==> config.mk <==
export PLATFORM = sky130hd
export DESIGN_NAME = shift_result_fifo_flat
export DESIGN_NICKNAME = d
export VERILOG_FILES = /design/src/rtl/shift_result_fifo_if.sv /design/src/rtl/shift_result_fifo.sv /design/src/flat_wrapper.sv
export SDC_FILE = /design/constraint.sdc
export NUM_CORES = 1
export LEC_CHECK = 0
export ABC_AREA = 1
export BUFFER_PORTS_ARGS = -buffer_cell sky130_fd_sc_hd__buf_2
export CAP_MARGIN = 40
export CORE_MARGIN = 8
export CORE_UTILIZATION = 50
export DETAILED_ROUTE_END_ITERATION = 16
export MAX_ROUTING_LAYER = met4
export PLACE_DENSITY = 0.78
export SKIP_LAST_GASP = 1
export SYNTH_ARGS = -nofsm -noshare
export SYNTH_HDL_FRONTEND = slang
export SYNTH_SLANG_ARGS = --single-unit
==> constraint.sdc <==
create_clock -name clk -period 3.65 [get_ports clk]
set_input_delay 0.1825 -clock clk [delete_from_list [all_inputs] [get_ports clk]]
set_output_delay 0.1825 -clock clk [all_outputs]
set_load 0.005 [all_outputs]
==> src/rtl/shift_result_fifo_if.sv <==
// Handshake/result bus between the barrel shifter, the result FIFO and the ALU result bus.
// Optional statistics signals exist only when SHIFT_RESULT_FIFO_STATS_EN is defined.
interface shift_result_fifo_if #(
   parameter int WIDTH = 32,
   parameter int DEPTH = 2,
   parameter int PTR_W = 1
);
   logic [WIDTH-1:0] in_data;
   logic [4:0]       in_amt;
   logic             in_ctl0;
   logic             in_ctl1;
   logic             in_valid;
   logic             in_ready;
   logic [WIDTH-1:0] out_data;
   logic             out_zero;
   logic             out_neg;
   logic             out_nop;
   logic             out_arith;
   logic             out_valid;
   logic             out_ready;
   logic [PTR_W:0]   count;
`ifdef SHIFT_RESULT_FIFO_STATS_EN
   logic [15:0]      stat_pushes;
   logic [15:0]      stat_stalls;
`endif

   // master: the side that presents results and consumes the head (shifter + result bus)
   modport master (
      output in_data, in_amt, in_ctl0, in_ctl1, in_valid, out_ready,
      input  in_ready, out_data, out_zero, out_neg, out_nop, out_arith, out_valid, count
`ifdef SHIFT_RESULT_FIFO_STATS_EN
      , input stat_pushes, stat_stalls
`endif
   );

   modport slave (
      input  in_data, in_amt, in_ctl0, in_ctl1, in_valid, out_ready,
      output in_ready, out_data, out_zero, out_neg, out_nop, out_arith, out_valid, count
`ifdef SHIFT_RESULT_FIFO_STATS_EN
      , output stat_pushes, stat_stalls
`endif
   );
endinterface

==> src/rtl/shift_result_fifo.sv <==
// Flow-controlled output stage for the 32-bit barrel shifter: captures result + flags into a FIFO.
// Optional push/stall statistics counters are enabled by defining SHIFT_RESULT_FIFO_STATS_EN.
module shift_result_fifo #(
   parameter int WIDTH = 32,
   parameter int DEPTH = 2,
   parameter int PTR_W = 1
) (
   input  logic              clk,
   input  logic              rst,
   shift_result_fifo_if.slave bus
);

   typedef struct packed {
      logic zero;
      logic neg;
      logic nop;
      logic arith;
   } flags_t;

   localparam logic [PTR_W:0]   CNT_ONE  = (PTR_W+1)'(1);
   localparam logic [PTR_W:0]   CNT_FULL = (PTR_W+1)'(DEPTH);
   localparam logic [PTR_W-1:0] PTR_ONE  = PTR_W'(1);

   logic [WIDTH-1:0] r_mem_data  [DEPTH];
   flags_t           r_mem_flags [DEPTH];
   logic [PTR_W-1:0] r_wr_ptr;
   logic [PTR_W-1:0] r_rd_ptr;
   logic [PTR_W:0]   r_count;

   logic   w_in_ready;
   logic   w_out_valid;
   logic   w_push;
   logic   w_pop;
   flags_t w_in_flags;
   flags_t w_head_flags;

   // Ready depends on occupancy only, so out_ready never reaches in_ready combinationally.
   assign w_in_ready  = (r_count != CNT_FULL);
   assign w_out_valid = (r_count != '0);
   assign w_push      = bus.in_valid && w_in_ready;
   assign w_pop       = w_out_valid && bus.out_ready;

   always_comb begin
      w_in_flags.zero  = (bus.in_data == '0);
      w_in_flags.neg   = bus.in_data[WIDTH-1];
      w_in_flags.nop   = (bus.in_amt == 5'd0);
      w_in_flags.arith = !bus.in_ctl0 && bus.in_ctl1;
   end

   // NOTE: storage carries no reset; stale entries are hidden by the out_valid mask below.
   always_ff @(posedge clk) begin
      if (!rst && w_push) begin
         r_mem_data[r_wr_ptr]  <= bus.in_data;
         r_mem_flags[r_wr_ptr] <= w_in_flags;
      end
   end

   // NOTE: state registers use non-blocking assignments so every update sees pre-edge values.
   always_ff @(posedge clk) begin
      if (rst) begin
         r_wr_ptr <= '0;
         r_rd_ptr <= '0;
         r_count  <= '0;
      end else begin
         if (w_push) r_wr_ptr <= r_wr_ptr + PTR_ONE;
         if (w_pop)  r_rd_ptr <= r_rd_ptr + PTR_ONE;
         case ({w_push, w_pop})
            2'b10:   r_count <= r_count + CNT_ONE;
            2'b01:   r_count <= r_count - CNT_ONE;
            default: r_count <= r_count;
         endcase
      end
   end

   assign w_head_flags = w_out_valid ? r_mem_flags[r_rd_ptr] : '0;

   assign bus.in_ready  = w_in_ready;
   assign bus.out_valid = w_out_valid;
   assign bus.out_data  = w_out_valid ? r_mem_data[r_rd_ptr] : '0;
   assign bus.out_zero  = w_head_flags.zero;
   assign bus.out_neg   = w_head_flags.neg;
   assign bus.out_nop   = w_head_flags.nop;
   assign bus.out_arith = w_head_flags.arith;
   assign bus.count     = r_count;

`ifdef SHIFT_RESULT_FIFO_STATS_EN
   logic [15:0] r_stat_pushes;
   logic [15:0] r_stat_stalls;

   always_ff @(posedge clk) begin
      if (rst) begin
         r_stat_pushes <= '0;
         r_stat_stalls <= '0;
      end else begin
         if (w_push && r_stat_pushes != 16'hFFFF)
            r_stat_pushes <= r_stat_pushes + 16'd1;
         if (bus.in_valid && !w_in_ready && r_stat_stalls != 16'hFFFF)
            r_stat_stalls <= r_stat_stalls + 16'd1;
      end
   end

   assign bus.stat_pushes = r_stat_pushes;
   assign bus.stat_stalls = r_stat_stalls;
`endif

endmodule

==> src/flat_wrapper.sv <==
// flat-port wrapper written by rule: the top's interface ports become plain ports
module shift_result_fifo_flat 
#(
   parameter int WIDTH = 32,
   parameter int DEPTH = 2,
   parameter int PTR_W = 1
)
  (clk, rst, bus_in_data, bus_in_amt, bus_in_ctl0, bus_in_ctl1, bus_in_valid, bus_out_ready, bus_in_ready, bus_out_data, bus_out_zero, bus_out_neg, bus_out_nop, bus_out_arith, bus_out_valid, bus_count);
  shift_result_fifo_if #(.WIDTH(WIDTH), .DEPTH(DEPTH), .PTR_W(PTR_W)) bus_i ();
  input  logic clk;
  input  logic rst;
  input wire logic [$bits(bus_i.in_data)-1:0] bus_in_data;
  input wire logic [$bits(bus_i.in_amt)-1:0] bus_in_amt;
  input wire logic [$bits(bus_i.in_ctl0)-1:0] bus_in_ctl0;
  input wire logic [$bits(bus_i.in_ctl1)-1:0] bus_in_ctl1;
  input wire logic [$bits(bus_i.in_valid)-1:0] bus_in_valid;
  input wire logic [$bits(bus_i.out_ready)-1:0] bus_out_ready;
  output wire logic [$bits(bus_i.in_ready)-1:0] bus_in_ready;
  output wire logic [$bits(bus_i.out_data)-1:0] bus_out_data;
  output wire logic [$bits(bus_i.out_zero)-1:0] bus_out_zero;
  output wire logic [$bits(bus_i.out_neg)-1:0] bus_out_neg;
  output wire logic [$bits(bus_i.out_nop)-1:0] bus_out_nop;
  output wire logic [$bits(bus_i.out_arith)-1:0] bus_out_arith;
  output wire logic [$bits(bus_i.out_valid)-1:0] bus_out_valid;
  output wire logic [$bits(bus_i.count)-1:0] bus_count;
  assign bus_i.in_data = bus_in_data;
  assign bus_i.in_amt = bus_in_amt;
  assign bus_i.in_ctl0 = bus_in_ctl0;
  assign bus_i.in_ctl1 = bus_in_ctl1;
  assign bus_i.in_valid = bus_in_valid;
  assign bus_i.out_ready = bus_out_ready;
  assign bus_in_ready = bus_i.in_ready;
  assign bus_out_data = bus_i.out_data;
  assign bus_out_zero = bus_i.out_zero;
  assign bus_out_neg = bus_i.out_neg;
  assign bus_out_nop = bus_i.out_nop;
  assign bus_out_arith = bus_i.out_arith;
  assign bus_out_valid = bus_i.out_valid;
  assign bus_count = bus_i.count;
  shift_result_fifo #(.WIDTH(WIDTH), .DEPTH(DEPTH), .PTR_W(PTR_W)) u_core (.clk(clk), .rst(rst), .bus(bus_i));
endmodule
==> results of run 1 <==
[per-stage QoR]
stage | cells | util
floorplan | 255 | -
global placement | 403 | 0.5898
detailed placement | 405 | 0.5967
CTS | 421 | 0.6268
global route | 421 | 0.6268
finish | 421 | 0.6268
[flip-flops by register name, summed over array words and instances (netlist names), named ones only]
| name | flops |
|---|---|
| u_core.r_mem_data | 62 |
| u_core.r_mem_flags | 8 |
| u_core.bus.count | 2 |
| u_core.r_rd_ptr | 1 |
| u_core.r_wr_ptr | 1 |
[cell families after synthesis]
kind of cell               after synthesis  share of synthesized area
buffers and inverters                   17                    0.03504
AOI/OAI and AO/OA                       40                    0.06675
adders and majority gates                1                   0.004171
and+or+nand+nor                        122                     0.1598
DFF                                     75                     0.7343
[area by class of cell]
| class | instances | share of cell area |
|---|---|---|
| inverter | 6 | 0.006141 |
| multi-input combinational | 163 | 0.1928 |
| sequential | 75 | 0.6005 |
| clock inverter | 4 | 0.01126 |
| clock buffer | 12 | 0.03685 |
| timing repair buffer | 86 | 0.1269 |
| tap | 75 | 0.02559 |
[worst reg2reg max path, stage by stage (launching register included)]
cell	delay (ns)
dfxtp_1	0.37
nor2_4	0.11
buf_4	0.36
nor2_2	0.09
ha_1	0.34
a21oi_1	0.18
nand3_1	0.11
nand2_1	0.07
nor2_1	0.04
[synth_stat cells]
cell      count  area [um^2]
o21ai_0       2        10.01
buf_2         6        30.03
inv_2         2        7.510
ha_1          1        12.51
buf_6         4        45.04
nand2_1      86        322.8
or2_2         1        6.260
nor3_1        1        5.000
buf_4         1        7.510
nor2_4        1        11.26
inv_1         4        15.01
nand3_1       3        15.01
a21oi_1      38        190.2
edfxtp_1     70         2102
dfxtp_1       5        100.1
nor3b_1       1        7.510
nor2_2        1        6.260
nor2_1       28        105.1
[routing by layer]
| metal | vias to the layer above | track usage |
|---|---|---|
| li1 | 1047 | - |
| met1 | 936 | 0.1634 |
| met2 | 71 | 0.2333 |
| met3 | 12 | 0.03846 |
| met4 | 0 | 0.08456 |
| met5 | - | - |
[power by group through the flow]
stage / Combinational [mW] / Clock [mW] / Sequential [mW]
floorplan: 0.312 / 0 / 1.06
global placement: 0.524 / 0 / 1.05
detailed placement: 0.542 / 0 / 1.06
CTS: 0.545 / 0.590 / 1.04
global route: 0.600 / 0.618 / 1.04
finish: 0.531 / 0.576 / 1.04
[layout by cell type (no fill, tap or decap)]
| cell type | Yosys | layout |
|---|---|---|
| nor2_4 | 1 | 3 |
| o21ai_0 | 2 | 2 |
| nand2_1 | 86 | 86 |
| nor2_2 | 1 | 1 |
| edfxtp_1 | 70 | 70 |
| clkinv_1 | 0 | 3 |
| nor3b_1 | 1 | 1 |
| nor2_1 | 28 | 26 |
| buf_4 | 1 | 2 |
| bufinv_16 | 0 | 1 |
| ha_1 | 1 | 1 |
| or2_2 | 1 | 1 |
| clkbuf_8 | 0 | 9 |
| dfxtp_1 | 5 | 5 |
| a21oi_1 | 38 | 38 |
| buf_2 | 6 | 82 |
| nand3_1 | 3 | 3 |
| inv_2 | 2 | 2 |
| buf_12 | 0 | 2 |
| clkbuf_1 | 0 | 3 |
| nor3_1 | 1 | 1 |
| inv_1 | 4 | 4 |
[path summary, 6_finish.rpt]
path | cells past startpoint | endpoint
worst max-delay path | 5 | bus_out_zero
worst min-delay path | 1 | u_core.r_mem_data[1][10]$_DFFE_PP_
worst max register to register | 8 | u_core.bus.count[1]$_SDFFE_PP0P_
worst min register to register | 2 | u_core.r_rd_ptr$_SDFFE_PP0P_
==> summary.txt, run 1 <==
Power
  – Clock power share: 0.269
  – P_int: 1.524 mW
  – Leakage: 1.489 nW
  – NetSw: 0.6227 mW
  – Max rail drop VDD: 0.4191 mV
  – Combinational Power Share: 0.248
  – Switching part of the total: 0.2901
  – Pwr Total: 2.146 mW
  – P per Cell Area: 585.2 nW/um^2
  – Sequential share of power: 0.484

Logic synthesis
  – Mapped Nets: 299
  – Synthesized flop and latch total: 75
  – Seq/Total Area, Yosys: 0.7343
  – Mapped Cells: 255
  – Synth cell types: 18
  – Post-Syn Area: 2999 um^2
  – Avg Cell Area, Syn: 11.76 um^2
  – Synth warn: 0

Cells and area
  – Layout cells sized above 1: 0.2977
  – ANT cells: 0
  – P&R area growth vs syn: 22.28%
  – Register area: 2202 um^2
  – Design Area, Final: 3667 um^2
  – Final nets: 385
  – FILL cells: 461
  – Multi-input logic area: 706.9 um^2

Drt
  – DR WL met3: 474 um
  – Post-route DRC: 0
  – Drt pass-1 iters: 4
  – Routed len/inst: 14.43 um
  – Wl on met1: 2.478 mm
  – Top Layer Used: met4
  – Via Count: 2066
  – Post-route ant nets: 0
  – Vias/cell: 4.907
  – DRT iter0 DRCs: 110
  – Drt total wl: 6.073 mm
  – Met2 wire len: 2.996 mm

Floorplan
  – Row count: 28
  – Effective utilization at floorplan: 0.5126
  – Die X: 93.45 um
  – I/O pin count: 83
  – Full die area: 8733 um^2
  – Die Ht: 93.45 um
  – Core Region: 5851 um^2

Min path
  – Beginning of the worst hold path: bus_in_data[10]
  – Hold Crit Class: primary input to register

Clock network
  – Root buffer cell: clkbuf_8
  – CTS tree: done
  – Clock sinks: 75
  – CTS Buffer Depth: 2
  – CTS-repair resized insts: 0
  – CTS buffer count: 9
  – Hold_buf cts: 0
  – Latest clock arrival within the worst-skew pair: 0.34 ns
  – Setup bufs post-CTS: 0
  – Clock transition at path regs: 0.07 ns
  – H-Tree Depth: 3

Global route
  – Antenna violations before repair: 0
  – GR Util All Layers: 0.1465
  – Vias in the first global route: 2061
  – Grt ovf: 0
  – Largest net degree at the start of global routing: 38
  – First-pass GRT wire length: 9.501 mm

Worst setup path
  – Arrival @ worst endpoint: 1.87 ns
  – Worst-path fanout max: 36
  – Crit path max-delay family: buffers and inverters
  – WS Path Type: register to primary output
  – CP required: 3.47 ns
  – Buf/Inv on CP: 3
  – Slowest cell on the critical path: inv_2
  – Slowest Stage Delay on Critical Path: 0.49 ns
  – R2R Setup Slk: 1.86 ns
  – R2R Path Start: u_core.bus.count[1]$_SDFFE_PP0P_
  – CP cell instances: buf_4 -> inv_2 -> nand2_1 -> a21oi_1 -> buf_2
  – CP startpoint kind: register
  – CP Capture Type: primary output

STA
  – Final period utilization: 0.5624
  – Count of final setup violators: 0
  – RSZ-0062 raised after global routing: no
  – Slew @ Worst Pin: 0.5871 ns
  – Final worst clock skew: 0.005243 ns
  – Slack of the critical path: 1.597 ns
  – Hold_ws: 0.04687 ns
  – Setup_tns: 0 ns
  – Max Clock Freq: 487.2 MHz
  – Fin crit period: 2.053 ns
  – Final Slew Violations: 0
  – Final Hold Violating Endpoints: 0
  – Max transition margin: 0.6080

Place
  – Area after DPL: 3491 um^2
  – GP Congestion: 0.7361
  – Dpl ws: 1.860 ns
  – DP Wirelength: 4.145 mm
  – I/O Buffers: 82

Job
  – Max_cap viols: 0

Outcome
  – Status: finished clean
No activity file was read; power rests on OpenSTA's default activity.
==> run 2: changes to the inputs <==
Settings changed: CORE_UTILIZATION 50 to 46, PLACE_DENSITY 0.78 to 0.75.
Clock period 3.65 ns to 1.8 ns, I/O delays scaled along.
==> run 2 against run 1 <==
  * Design area increased by 10%
  * Global-route usage is 0.16 points lower
  * First-iteration DRC count fell by 25%
  * Sequential share of layout area shrank 5.7 points
  * Non-clock buffer count grew 34
  * Count of clock-buffer cells in the layout shrank 2
  * Routed wire length increased by 8.9%
==> summary.txt, run 2 (synthesis gave the netlist of run 1 again) <==
Worst setup path
  – CP Capture Type: register
  – Slowest Stage Delay on Critical Path: 0.44 ns (-0.05 ns)
  – WS Path Type: register to register
  – Most used cell, CP: nand2_1
  – Critical path origin: u_core.bus.count[0]$_SDFFE_PP0P_
  – Crit path max-delay family: simple AND/OR/NAND/NOR gates
  – R2R Setup Slk: 0.11 ns (-1.75 ns)
  – CP startpoint kind: register
  – Arrival @ worst endpoint: 1.92 ns (+0.05 ns)
  – CP cell instances: inv_1 -> nand2_1 -> nand2_1 -> ha_1 -> a21oi_1 -> nand3_1 -> nand2_1 -> nor2_1
  – Slowest cell on the critical path: dfxtp_1
  – Reg2reg path depth: 8 (unchanged)
  – Buf/Inv on CP: 1 (-2)
  – Crit Reg-Reg Endpoint: u_core.bus.count[1]$_SDFFE_PP0P_
  – CP required: 2.03 ns (-1.44 ns)
  – Worst-path fanout max: 5 (-86%)
  – R2R Path Start: u_core.bus.count[0]$_SDFFE_PP0P_

Place
  – I/O Buffers: 82 (unchanged)
  – Dpl ws: 0.1830 ns (-1.677 ns)
  – DP Wirelength: 4.137 mm (-0.19%)
  – GP Congestion: 0.8249 (+12%)

Drt
  – Drt total wl: 6.614 mm (+8.9%)
  – Routed len/inst: 14.47 um (+0.33%)
  – Post-route DRC: 0 (unchanged)
  – Vias/cell: 4.724 (-3.7%)
  – Drt pass-1 iters: 4 (unchanged)
  – Post-route ant nets: 0 (unchanged)
  – DRT iter0 DRCs: 82 (-25%)
  – Via Count: 2159 (+4.5%)

STA
  – Fin crit period: 1.690 ns
  – Slew @ Worst Pin: 0.4094 ns (-0.1777 ns)
  – Final period utilization: 0.9391
  – Slack of the critical path: 0.1096 ns (-1.488 ns)
  – Count of final setup violators: 0 (unchanged)
  – Final worst clock skew: 0.01017 ns (+0.004931 ns)
  – Max Clock Freq: 591.6 MHz
  – Final Slew Violations: 0 (unchanged)
  – RSZ-0062 raised after global routing: no
  – Max transition margin: 0.7271 (+0.1190)
  – Final Hold Violating Endpoints: 0 (unchanged)
  – Setup_tns: 0 ns (unchanged)

Clock network
  – Latest clock arrival within the worst-skew pair: 0.34 ns (about the same)
  – Root buffer cell: clkbuf_8
  – CTS Buffer Depth: 2 (unchanged)
  – Clock sinks: 75 (unchanged)
  – H-Tree Depth: 3 (unchanged)
  – Setup bufs post-CTS: 0 (unchanged)
  – CTS tree: done
  – Clock transition at path regs: 0.08 ns (about the same)
  – CTS buffer count: 9 (unchanged)

Power
  – P per Cell Area: 1173 nW/um^2 (+100%)
  – Leakage: 1.662 nW (+12%)
  – Max rail drop VDD: 0.8800 mV (+110%)

Global route
  – First-pass GRT wire length: 10.74 mm (+13%)
  – GR Util All Layers: 0.1449 (-0.001602)
  – Antenna violations before repair: 0 (unchanged)
  – Largest net degree at the start of global routing: 37 (-2.6%)
  – Vias in the first global route: 2281 (+11%)
  – Grt ovf: 0 (unchanged)

Cells and area
  – Commonest non-fill, non-tap cell in the layout: nand2_1
  – Final nets: 419 (+8.8%)
  – Register area: 2202 um^2 (unchanged)
  – FILL cells: 513 (+11%)
  – P&R area growth vs syn: 35.04%
  – Max FFs per register: 62 (unchanged)
  – Highest-count cells in the layout ignoring fill and taps: nand2_1 (86), buf_2 (82), edfxtp_1 (70), a21oi_1 (38), dlygate4sd3_1 (32)
  – Multi-input logic area: 706.9 um^2 (unchanged)
  – Layout cells sized above 1: 0.2868 (-0.01085)
  – ANT cells: 0 (unchanged)
  – Reg with most FFs: u_core.r_mem_data

Floorplan
  – Row count: 29 (+3.6%)
  – I/O pin count: 83 (unchanged)
  – Die X: 96.75 um (+3.5%)
  – Full die area: 9360 um^2 (+7.2%)
  – Die Ht: 96.75 um (+3.5%)
  – Effective utilization at floorplan: 0.4750 (-0.03759)
  – Core Region: 6314 um^2 (+7.9%)

Job
  – Max_cap viols: 0 (unchanged)

Min path
  – Beginning of the worst hold path: bus_in_ctl0
  – Hold worst-path end: u_core.r_mem_flags[1][0]$_DFFE_PP_
  – Hold Crit Class: primary input to register
  – Worst hold stages: 2 (+1)

Outcome
  – Status: finished clean
==> run 2: cell count changes in the layout (fill, tap and decap cells not counted) <==
cell	before	now
dlygate4sd3_1	0	32
inv_2	2	1
buf_12	2	1
clkbuf_1	3	1
buf_4	2	5
inv_4	0	1
clkinv_1	3	1
clkinv_2	0	2
bufinv_16	1	3
==> run 2: worst max path at each step <==
stage / to / slack, ns / cells past startpoint
after floorplan: u_core.r_mem_data[0][0]$_DFFE_PP_ / 0.12 / 4
after global placement: u_core.bus.count[1]$_SDFFE_PP0P_ / 0.31 / 7
after detailed placement: u_core.bus.count[1]$_SDFFE_PP0P_ / 0.18 / 8
after CTS: bus_out_data[2] / 0.05 / 4
after global routing: u_core.bus.count[1]$_SDFFE_PP0P_ / 0.02 / 8
final: u_core.bus.count[1]$_SDFFE_PP0P_ / 0.11 / 8
==> run 2: layout make-up <==
cell class,instances,area share
clock buffers,10,0.03151
clock inverters,6,0.02564
inverters,6,0.006179
multi-input cells,163,0.1745
flip-flops and latches,75,0.5437
well taps,77,0.02379
repair buffers,120,0.1946
==> run 2: report_power, final <==
group	total [mW]	switching (mW)	internal (mW)
logic	1.15	0.693	0.457
registers	2.11	0.0581	2.05
clock network	1.49	0.578	0.912
total	4.75	1.33	3.42
==> run 2: timing repair <==
| action | in CTS | in global routing |
|---|---|---|
| endpoints found under the setup margin | 0 | 7 |
| hold buffers | 32 | 0 |
| gates resized for setup | 0 | 2 |
| endpoints found under the hold margin | 64 | 0 |
==> run 2: through the flow <==
stage	instance area, um^2	std cells	hold slack [ns]	total power, mW	util
floorplan	3014	255	0.1889	2.779	-
global placement	3496	409	0.2920	3.225	0.5537
detailed placement	3496	409	0.2966	3.255	0.5537
CTS	4048	457	0.01317	4.786	0.6411
global route	4050	457	0.02730	4.982	0.6415
finish	4050	457	0.04281	4.749	0.6415
==> run 2: metal layers <==
layer / global-route usage / vias to the layer above / part of all wire
li1: - / 1110 / -
met1: 0.1579 / 974 / 0.44
met2: 0.2349 / 62 / 0.49
met3: 0.05121 / 13 / 0.057
met4: 0.06154 / 0 / 0.018
met5: - / - / 0
